===== config.mk =====
export PLATFORM = sky130hd
export DESIGN_NAME = avl_cfg_arbiter
export DESIGN_NICKNAME = d
export VERILOG_FILES = /design/src/rtl/avl_cfg_arbiter.sv
export SDC_FILE = /design/constraint.sdc
export NUM_CORES = 1
export LEC_CHECK = 0
export ABC_CLOCK_PERIOD_IN_PS = 1150
export CAP_MARGIN = 20
export CORE_AREA = 4 4 86 88
export CTS_CLUSTER_DIAMETER = 40
export DETAILED_ROUTE_END_ITERATION = 10
export DIE_AREA = 0 0 90 92
export PLACE_DENSITY = 0.87
export SLEW_MARGIN = 20
export SYNTH_ARGS = -nofsm -noshare
export SYNTH_HDL_FRONTEND = slang
export SYNTH_SLANG_ARGS = --single-unit

===== constraint.sdc =====
create_clock -name clock -period 1.15 [get_ports clock]
set_input_delay 0.115 -clock clock [delete_from_list [all_inputs] [get_ports clock]]
set_output_delay 0.115 -clock clock [all_outputs]
set_load 0.01 [all_outputs]

===== src/rtl/avl_cfg_arbiter.sv =====
// ---------------------------------------------------------------------------
// avl_cfg_arbiter
//
// Two-requester round-robin arbiter in front of one Avalon-MM config master
// port. s0 is the LUT-driven transceiver-config sequencer and s1 is the
// runtime status/poll engine. Only one transaction is in flight at a time.
//
// Handshake (requester side): a requester raises sN_read_req or
// sN_write_req together with address/writedata and holds all of them steady
// while sN_busy is high. The single cycle in which sN_busy is low is the
// completion cycle; sN_readdata is valid in that cycle only. If both read
// and write are raised together, the write is issued and the read ignored.
// Master side: avl_*_req is held until a cycle with avl_busy low.
//
// Optional feature: define AVL_ARB_TIMEOUT_EN to abort a granted transfer
// after TIMEOUT_CYCLES consecutive avl_busy cycles. The aborted requester
// sees one busy-low cycle with ABORT_DATA on its readdata and timeout_err
// becomes sticky high until reset.
//
// Ports:
//   clock, reset_n               clock, asynchronous active-low reset
//   sN_read_req / sN_write_req   requester N read / write request
//   sN_address / sN_writedata    requester N address / write data
//   sN_readdata / sN_busy        read data and wait signal to requester N
//   avl_read_req/avl_write_req   master read / write
//   avl_address / avl_writedata  master address / write data
//   avl_readdata / avl_busy      slave read data / waitrequest
//   timeout_err                  sticky abort flag (0 without timeout feature)
//   fsm_state                    current arbiter state, for debug/checkers
// ---------------------------------------------------------------------------
module avl_cfg_arbiter #(
    parameter int                ADDR_W         = 8,
    parameter int                DATA_W         = 32,
    parameter int                TIMEOUT_CYCLES = 1024,
    parameter logic [DATA_W-1:0] ABORT_DATA     = 32'hDEADBEEF
) (
    input  logic              clock,
    input  logic              reset_n,
    input  logic              s0_read_req,
    input  logic              s0_write_req,
    input  logic [ADDR_W-1:0] s0_address,
    input  logic [DATA_W-1:0] s0_writedata,
    output logic [DATA_W-1:0] s0_readdata,
    output logic              s0_busy,
    input  logic              s1_read_req,
    input  logic              s1_write_req,
    input  logic [ADDR_W-1:0] s1_address,
    input  logic [DATA_W-1:0] s1_writedata,
    output logic [DATA_W-1:0] s1_readdata,
    output logic              s1_busy,
    output logic              avl_read_req,
    output logic              avl_write_req,
    output logic [ADDR_W-1:0] avl_address,
    output logic [DATA_W-1:0] avl_writedata,
    input  logic [DATA_W-1:0] avl_readdata,
    input  logic              avl_busy,
    output logic              timeout_err,
    output logic [1:0]        fsm_state
);

    typedef enum logic [1:0] {
        ST_IDLE  = 2'd0,
        ST_GRANT = 2'd1
    } state_t;

    state_t state, state_nxt;
    logic   sel, sel_nxt;                // granted requester
    logic   last_grant, last_grant_nxt;  // requester that last completed
    logic   abort;                       // timeout abort in this cycle

    logic              s0_active, s1_active;
    logic              g_read, g_write, g_active;
    logic [ADDR_W-1:0] g_address;
    logic [DATA_W-1:0] g_writedata;

    assign s0_active = s0_read_req | s0_write_req;
    assign s1_active = s1_read_req | s1_write_req;

    // Signals of the granted requester, muxed on the registered select.
    assign g_read      = sel ? s1_read_req  : s0_read_req;
    assign g_write     = sel ? s1_write_req : s0_write_req;
    assign g_address   = sel ? s1_address   : s0_address;
    assign g_writedata = sel ? s1_writedata : s0_writedata;
    assign g_active    = g_read | g_write;

    assign fsm_state = state;

    always_ff @(posedge clock or negedge reset_n) begin
        if (!reset_n) begin
            state      <= ST_IDLE;
            sel        <= 1'b0;
            last_grant <= 1'b1;  // s0 wins the first tie
        end else begin
            state      <= state_nxt;
            sel        <= sel_nxt;
            last_grant <= last_grant_nxt;
        end
    end

    always_comb begin
        state_nxt      = state;
        sel_nxt        = sel;
        last_grant_nxt = last_grant;
        avl_read_req   = 1'b0;
        avl_write_req  = 1'b0;
        avl_address    = '0;
        avl_writedata  = '0;
        s0_busy        = 1'b1;
        s1_busy        = 1'b1;
        case (state)
            ST_IDLE: begin
                if (s0_active && s1_active) begin
                    sel_nxt   = ~last_grant;
                    state_nxt = ST_GRANT;
                end else if (s0_active) begin
                    sel_nxt   = 1'b0;
                    state_nxt = ST_GRANT;
                end else if (s1_active) begin
                    sel_nxt   = 1'b1;
                    state_nxt = ST_GRANT;
                end
            end
            ST_GRANT: begin
                if (abort) begin
                    // Master request withdrawn; requester released with abort data.
                    if (sel) s1_busy = 1'b0;
                    else     s0_busy = 1'b0;
                    last_grant_nxt = sel;
                    state_nxt      = ST_IDLE;
                end else begin
                    avl_write_req = g_write;
                    avl_read_req  = g_read & ~g_write;  // write wins over read
                    avl_address   = g_address;
                    avl_writedata = g_writedata;
                    if (sel) s1_busy = avl_busy;
                    else     s0_busy = avl_busy;
                    if (!g_active) begin
                        // Request withdrawn mid-transfer: no completion, no fairness update.
                        state_nxt = ST_IDLE;
                    end else if (!avl_busy) begin
                        last_grant_nxt = sel;
                        state_nxt      = ST_IDLE;
                    end
                end
            end
            default: state_nxt = ST_IDLE;
        endcase
    end

`ifdef AVL_ARB_TIMEOUT_EN
    localparam int TMR_W = $clog2(TIMEOUT_CYCLES + 1);

    logic [TMR_W-1:0] timer;
    logic             timeout_err_q;

    assign abort = (state == ST_GRANT) && (timer == TMR_W'(TIMEOUT_CYCLES));

    always_ff @(posedge clock or negedge reset_n) begin
        if (!reset_n) begin
            timer         <= '0;
            timeout_err_q <= 1'b0;
        end else begin
            if (state == ST_IDLE && state_nxt == ST_GRANT) begin
                timer <= '0;
            end else if (state == ST_GRANT && avl_busy && !abort) begin
                timer <= timer + 1'b1;
            end
            if (abort) begin
                timeout_err_q <= 1'b1;
            end
        end
    end

    assign timeout_err = timeout_err_q;
    assign s0_readdata = (abort && !sel) ? ABORT_DATA : avl_readdata;
    assign s1_readdata = (abort &&  sel) ? ABORT_DATA : avl_readdata;
`else
    // Timeout parameters are only meaningful with the timeout feature.
    logic unused_cfg;
    assign unused_cfg  = ^{ABORT_DATA, TIMEOUT_CYCLES[0]};

    assign abort       = 1'b0;
    assign timeout_err = 1'b0;
    assign s0_readdata = avl_readdata;
    assign s1_readdata = avl_readdata;
`endif

endmodule

==> flow_summary.yaml, run 1 <==
min_path:
  min_path_type: "in2async"
setup_path:
  crit_fanout: 6
  r2r_cells: 5
  critPathCaptureType: "primary output"
  arrival_ps: 1410
  crit_type: "reg2out"
  crit_path_start_kind: "flip-flop"
  reg2reg_slack_ps: -130
  cp_data_required_time_ps: 1030
cells_and_area:
  num-fill-cells: 680
  nNetsFinal: 397
  design_area_sq_um: 2630
  utilization: 0.396
  diodes: 0
  regArea_sq_um: 78.8
  multiInputGateArea_sq_um: 818
  area_delta_synth_final_pct: 85.4
  drive_gt1_frac: 0.339
  stdcell_count: 357
clock_network:
  clock_latency_ps: 220
  htreeDepth: 1
  root_buffer: "clkbuf_8"
  cts_buffers: 3
  postCtsHoldBufs: 0
  clock-sinks: 3
  cts_tree: "yes"
  clockBufferDepth: 2
  cts.clk_slew.worst_paths_ps: 30
floorplan:
  die_x_microns: 90
  start_util: 0.214
  die_y_microns: 92
  fp.dieArea_sq_um: 8280
  rows: 30
  num_io_pins: 230
  core_sq_um: 6640
timing:
  hold_slack_ps: 80.1
  finalSetupTns_ps: -13910
  fin_skew_ps: 0.537
  rsz0062_at_grt: "true"
  hold_viol: 0
  setup_viol_count_final: 47
  fmax_ghz: 0.656
  finalCriticalPeriod_ps: 1530
  fin_crit_sh: 1.33
  drv_slew: 0
  setup_slack_ps: -375
synthesis:
  synth_cell_types: 22
  yosys-top-cells-count: "buf_4, nor2b_1, mux2i_1"
  ys_seq_area_frac: 0.0537
  yosysTopAreaCellShare: 0.349
  yosys_warnings: 0
  ys.flop_type: "dfrtp_1"
  avgSynthCellArea_sq_um: 7.76
  yosys-top-cells-area: "buf_4, mux2i_1, nor2b_1"
  async_flop_share: 1.00
  netlist.top_cell.by_area: "buf_4"
  syn_inst: 183
  synth_seq_cells: 3
  synth_edf_count: 0
  yosys.cell_count.top_type: "buf_4"
  syn-cell-area_sq_um: 1420
routing:
  drt_wl_total_mm: 5.93
  met2WireLength_mm: 2.85
  antenna_left: 0
  highest_layer: "met4"
  m1WireLength_mm: 2.18
  via_count: 1512
  post_drt_wl_per_cell_microns: 16.6
  dr.pass1.iters: 4
  drt_iter0_drc: 13
  route.met3.wl_microns: 618
  drc_errors: 0
  vias_per_cell: 4.24
global_routing:
  antenna_found_initial: 0
  grt_pass1_vias: 1394
  grtUsageTotal: 0.113
  grt_start_max_net_pins: 29
  grt_pass1_wl_mm: 7.45
  overflow: 0
power_and_ir_drop:
  p_per_area_nw_per_um2: 1720
  peakVddDrop_uv: 947
  p_leak_nw: 1.29
  finalPower_mw: 4.53
place:
  dpl_worst_slack_ps: -578
  port_buffers: 131
  hpwl_mm: 4.22
  placed_cells: 332
  gp_congestion: 0.801
  dpl-instance-area_sq_um: 2410
status:
  violations: "setup timing"
  status: "complete, but fails checks"
flow_run:
  drv_cap: 0
==> cell usage in the layout (no fill, tap or decap), drive strengths merged <==
cell type,count
dfstp,1
o31ai,1
mux2i,41
nand2b,1
conb,2
o21ai,1
o32ai,1
a2bb2oi,1
dfrtp,2
clkdlybuf4s50,86
o32a,1
nor2b,42
or2,1
and2,1
buf,67
inv,2
nor2,4
nand2,3
a21oi,3
clkbuf,16
==> kinds of logic (layout without fill, tap and decap cells) <==
family                 Yosys count  count (layout)  synth area share
buffers and inverters           78             171             0.399
and+or+nand+nor                 52              52             0.217
DFF                              3               3            0.0537
AOI/OAI and AO/OA                8               8            0.0388
other                            1               2           0.00264
muxes                           41              41             0.289
==> state kept, by name, indices dropped and copies added, names as in the netlist <==
name,cells
fsm_state,1
sel,1
last_grant,1
==> what timing repair did <==
item | in CTS | in global routing
buffers inserted | 3 | 13
pin swaps | 2 | 3
gates cloned | 0 | 6
gates resized for setup | 144 | 63
endpoints found under the setup margin | 47 | 47
==> where the power goes <==
part | leakage [nW] | switching, mW | internal [mW] | total, mW
clock | 0.0228 | 0.0724 | 0.237 | 0.309
sequential | 0.0310 | 0.0978 | 0.168 | 0.266
combinational | 1.23 | 1.56 | 2.40 | 3.96
total | 1.29 | 1.73 | 2.80 | 4.53
==> path summary, 6_finish.rpt <==
path / start / end
hold / removal: reset_n / sel
setup reg to reg: sel / fsm_state[0]
setup / recovery: sel / avl_writedata[5]
hold reg to reg: last_grant / last_grant
max in group asynchronous: reset_n / last_grant
min in group clock: avl_readdata[2] / s0_readdata[2]
==> cell type report <==
| cell class | count | share of cell area |
|---|---|---|
| Timing Repair Buffer | 165 | 0.601 |
| Multi-Input combinational cell | 103 | 0.311 |
| Tap cell | 80 | 0.0380 |
| Sequential cell | 3 | 0.0299 |
| Clock buffer | 4 | 0.0171 |
| Inverter | 2 | 0.00285 |
==> worst max-delay path: stages (launching register included) <==
cell,delay (ps)
dfrtp_2,490
buf_6,150
clkbuf_16,150
mux2i_1,210
nor2b_1,60
buf_2,140
==> per-layer routing <==
layer	global-route usage	up-vias
met4	0.0842	0
met5	0	-
met3	0.0476	33
li1	-	715
met1	0.110	666
met2	0.191	98
(Power assumes the default switching activity.)
==> inputs of run 2 (changes only) <==
Settings changed: SKIP_LAST_GASP set to 1, SLEW_MARGIN 20 to unset.
==> flow_summary.yaml, run 2 (same netlist as run 1, synthesis figures left out) <==
floorplan:
  die_y_microns: 92
  num_io_pins: 230
  core_sq_um: 6640
  fp.dieArea_sq_um: 8280
  rows: 30
  die_x_microns: 90
  start_util: 0.214
global_routing:
  grt_start_max_net_pins: 29
  grtUsageTotal: 0.112
  grt_pass1_wl_mm: 7.39
  overflow: 0
  grt_pass1_vias: 1386
  antenna_found_initial: 0
clock_network:
  htreeDepth: 1
  clockBufferDepth: 2
  cts.clk_slew.worst_paths_ps: 30
  clock_latency_ps: 220
  postCtsHoldBufs: 0
  clock-sinks: 3
  cts_tree: "yes"
  root_buffer: "clkbuf_8"
  cts_buffers: 3
timing:
  hold_viol: 0
  finalCriticalPeriod_ps: 1530
  fin_crit_sh: 1.33
  setup_slack_ps: -379
  fin_skew_ps: 0.580
  setup_viol_count_final: 47
  drv_slew: 0
  rsz0062_at_grt: "true"
  fmax_ghz: 0.654
  hold_slack_ps: 79.9
setup_path:
  arrival_ps: 1410
  slowest_delay_ps: 570
  crit_slowest_cell: "dfrtp_4"
  crit_path_start_kind: "flip-flop"
  cp-startpoint: "sel"
  crit_fanout: 8
  r2r-start: "sel"
  crit_type: "reg2out"
  crit_chain: "clkbuf_16, mux2i_1, nor2b_1, buf_2"
  critPathCaptureType: "primary output"
  cp_data_required_time_ps: 1030
min_path:
  min_path_type: "in2async"
cells_and_area:
  drive_gt1_frac: 0.286
  area_delta_synth_final_pct: 67.8
  final_cell_mix: "clkdlybuf4s50_1, mux2i_1, nor2b_1, buf_2, buf_4"
  diodes: 0
  layout_commonest_cell: "clkdlybuf4s50_1"
  nNetsFinal: 382
routing:
  drt_wl_total_mm: 5.47
  antenna_left: 0
  dr.pass1.iters: 4
  vias_per_cell: 4.20
  drc_errors: 0
  via_count: 1437
  drt_iter0_drc: 17
  post_drt_wl_per_cell_microns: 16.0
place:
  port_buffers: 131
  gp_congestion: 0.801
  hpwl_mm: 4.22
status:
  status: "complete, but fails checks"
  violations: "setup timing"
power_and_ir_drop:
  finalPower_mw: 3.78
  p_leak_nw: 1.16
  peakVddDrop_uv: 759
  p_per_area_nw_per_um2: 1590
flow_run:
  drv_cap: 0
run 2: layer usage:
layer | global-route usage | vias to the layer above | wire [microns]
li1 | - | 685 | -
met1 | 0.110 | 620 | 2010
met2 | 0.191 | 98 | 2530
met3 | 0.0443 | 34 | 643
met4 | 0.0842 | 0 | 281
met5 | 0 | - | 0
run 2: cell type report:
cell class / count / area, sq um
Tap cell: 80 / 100
Inverter: 2 / 7.51
Multi-Input combinational cell: 103 / 795
Clock buffer: 4 / 45.0
Timing Repair Buffer: 150 / 1360
Sequential cell: 3 / 80.1
Fill cell: 708 / 4260
run 2: path summary, 6_finish.rpt:
kind	to	slack [ps]	cells past startpoint
worst max-delay path	avl_address[6]	-380	4
min in group clock	s0_readdata[2]	230	0
worst min-delay path	sel	80	1
worst max register to register	fsm_state[0]	-120	4
max in group asynchronous	last_grant	850	1
worst min register to register	last_grant	550	2
run 2: repair_timing:
item | in CTS | in global routing
gates resized for setup | 71 | 117
pin swaps | 2 | 2
setup buffers | 3 | 1
endpoints found under the setup margin | 47 | 47
gates cloned | 0 | 4
run 2: worst max-delay path: cells and delay by family, from the launching register on:
kind,cells,cell delay (ps)
buf+inv,2,360
simple gates,1,150
mux,1,110
flops,1,570
run 2: per-stage QoR:
| step | instance area (sq um) | worst slack, ps | util | std cells | TNS [ps] |
|---|---|---|---|---|---|
| floorplan | 1420 | 5.77 | - | 184 | 0 |
| global placement | 2410 | -578 | 0.363 | 332 | -17130 |
| detailed placement | 2410 | -578 | 0.363 | 332 | -17820 |
| CTS | 2430 | -408 | 0.365 | 339 | -16200 |
| global route | 2380 | -446 | 0.359 | 342 | -16290 |
| finish | 2380 | -379 | 0.359 | 342 | -13350 |
run 2: power breakdown:
group	internal [mW]	total [mW]	switching (mW)	leakage (nW)
registers	0.175	0.297	0.122	0.0321
clock network	0.237	0.309	0.0724	0.0228
logic	1.84	3.17	1.33	1.11
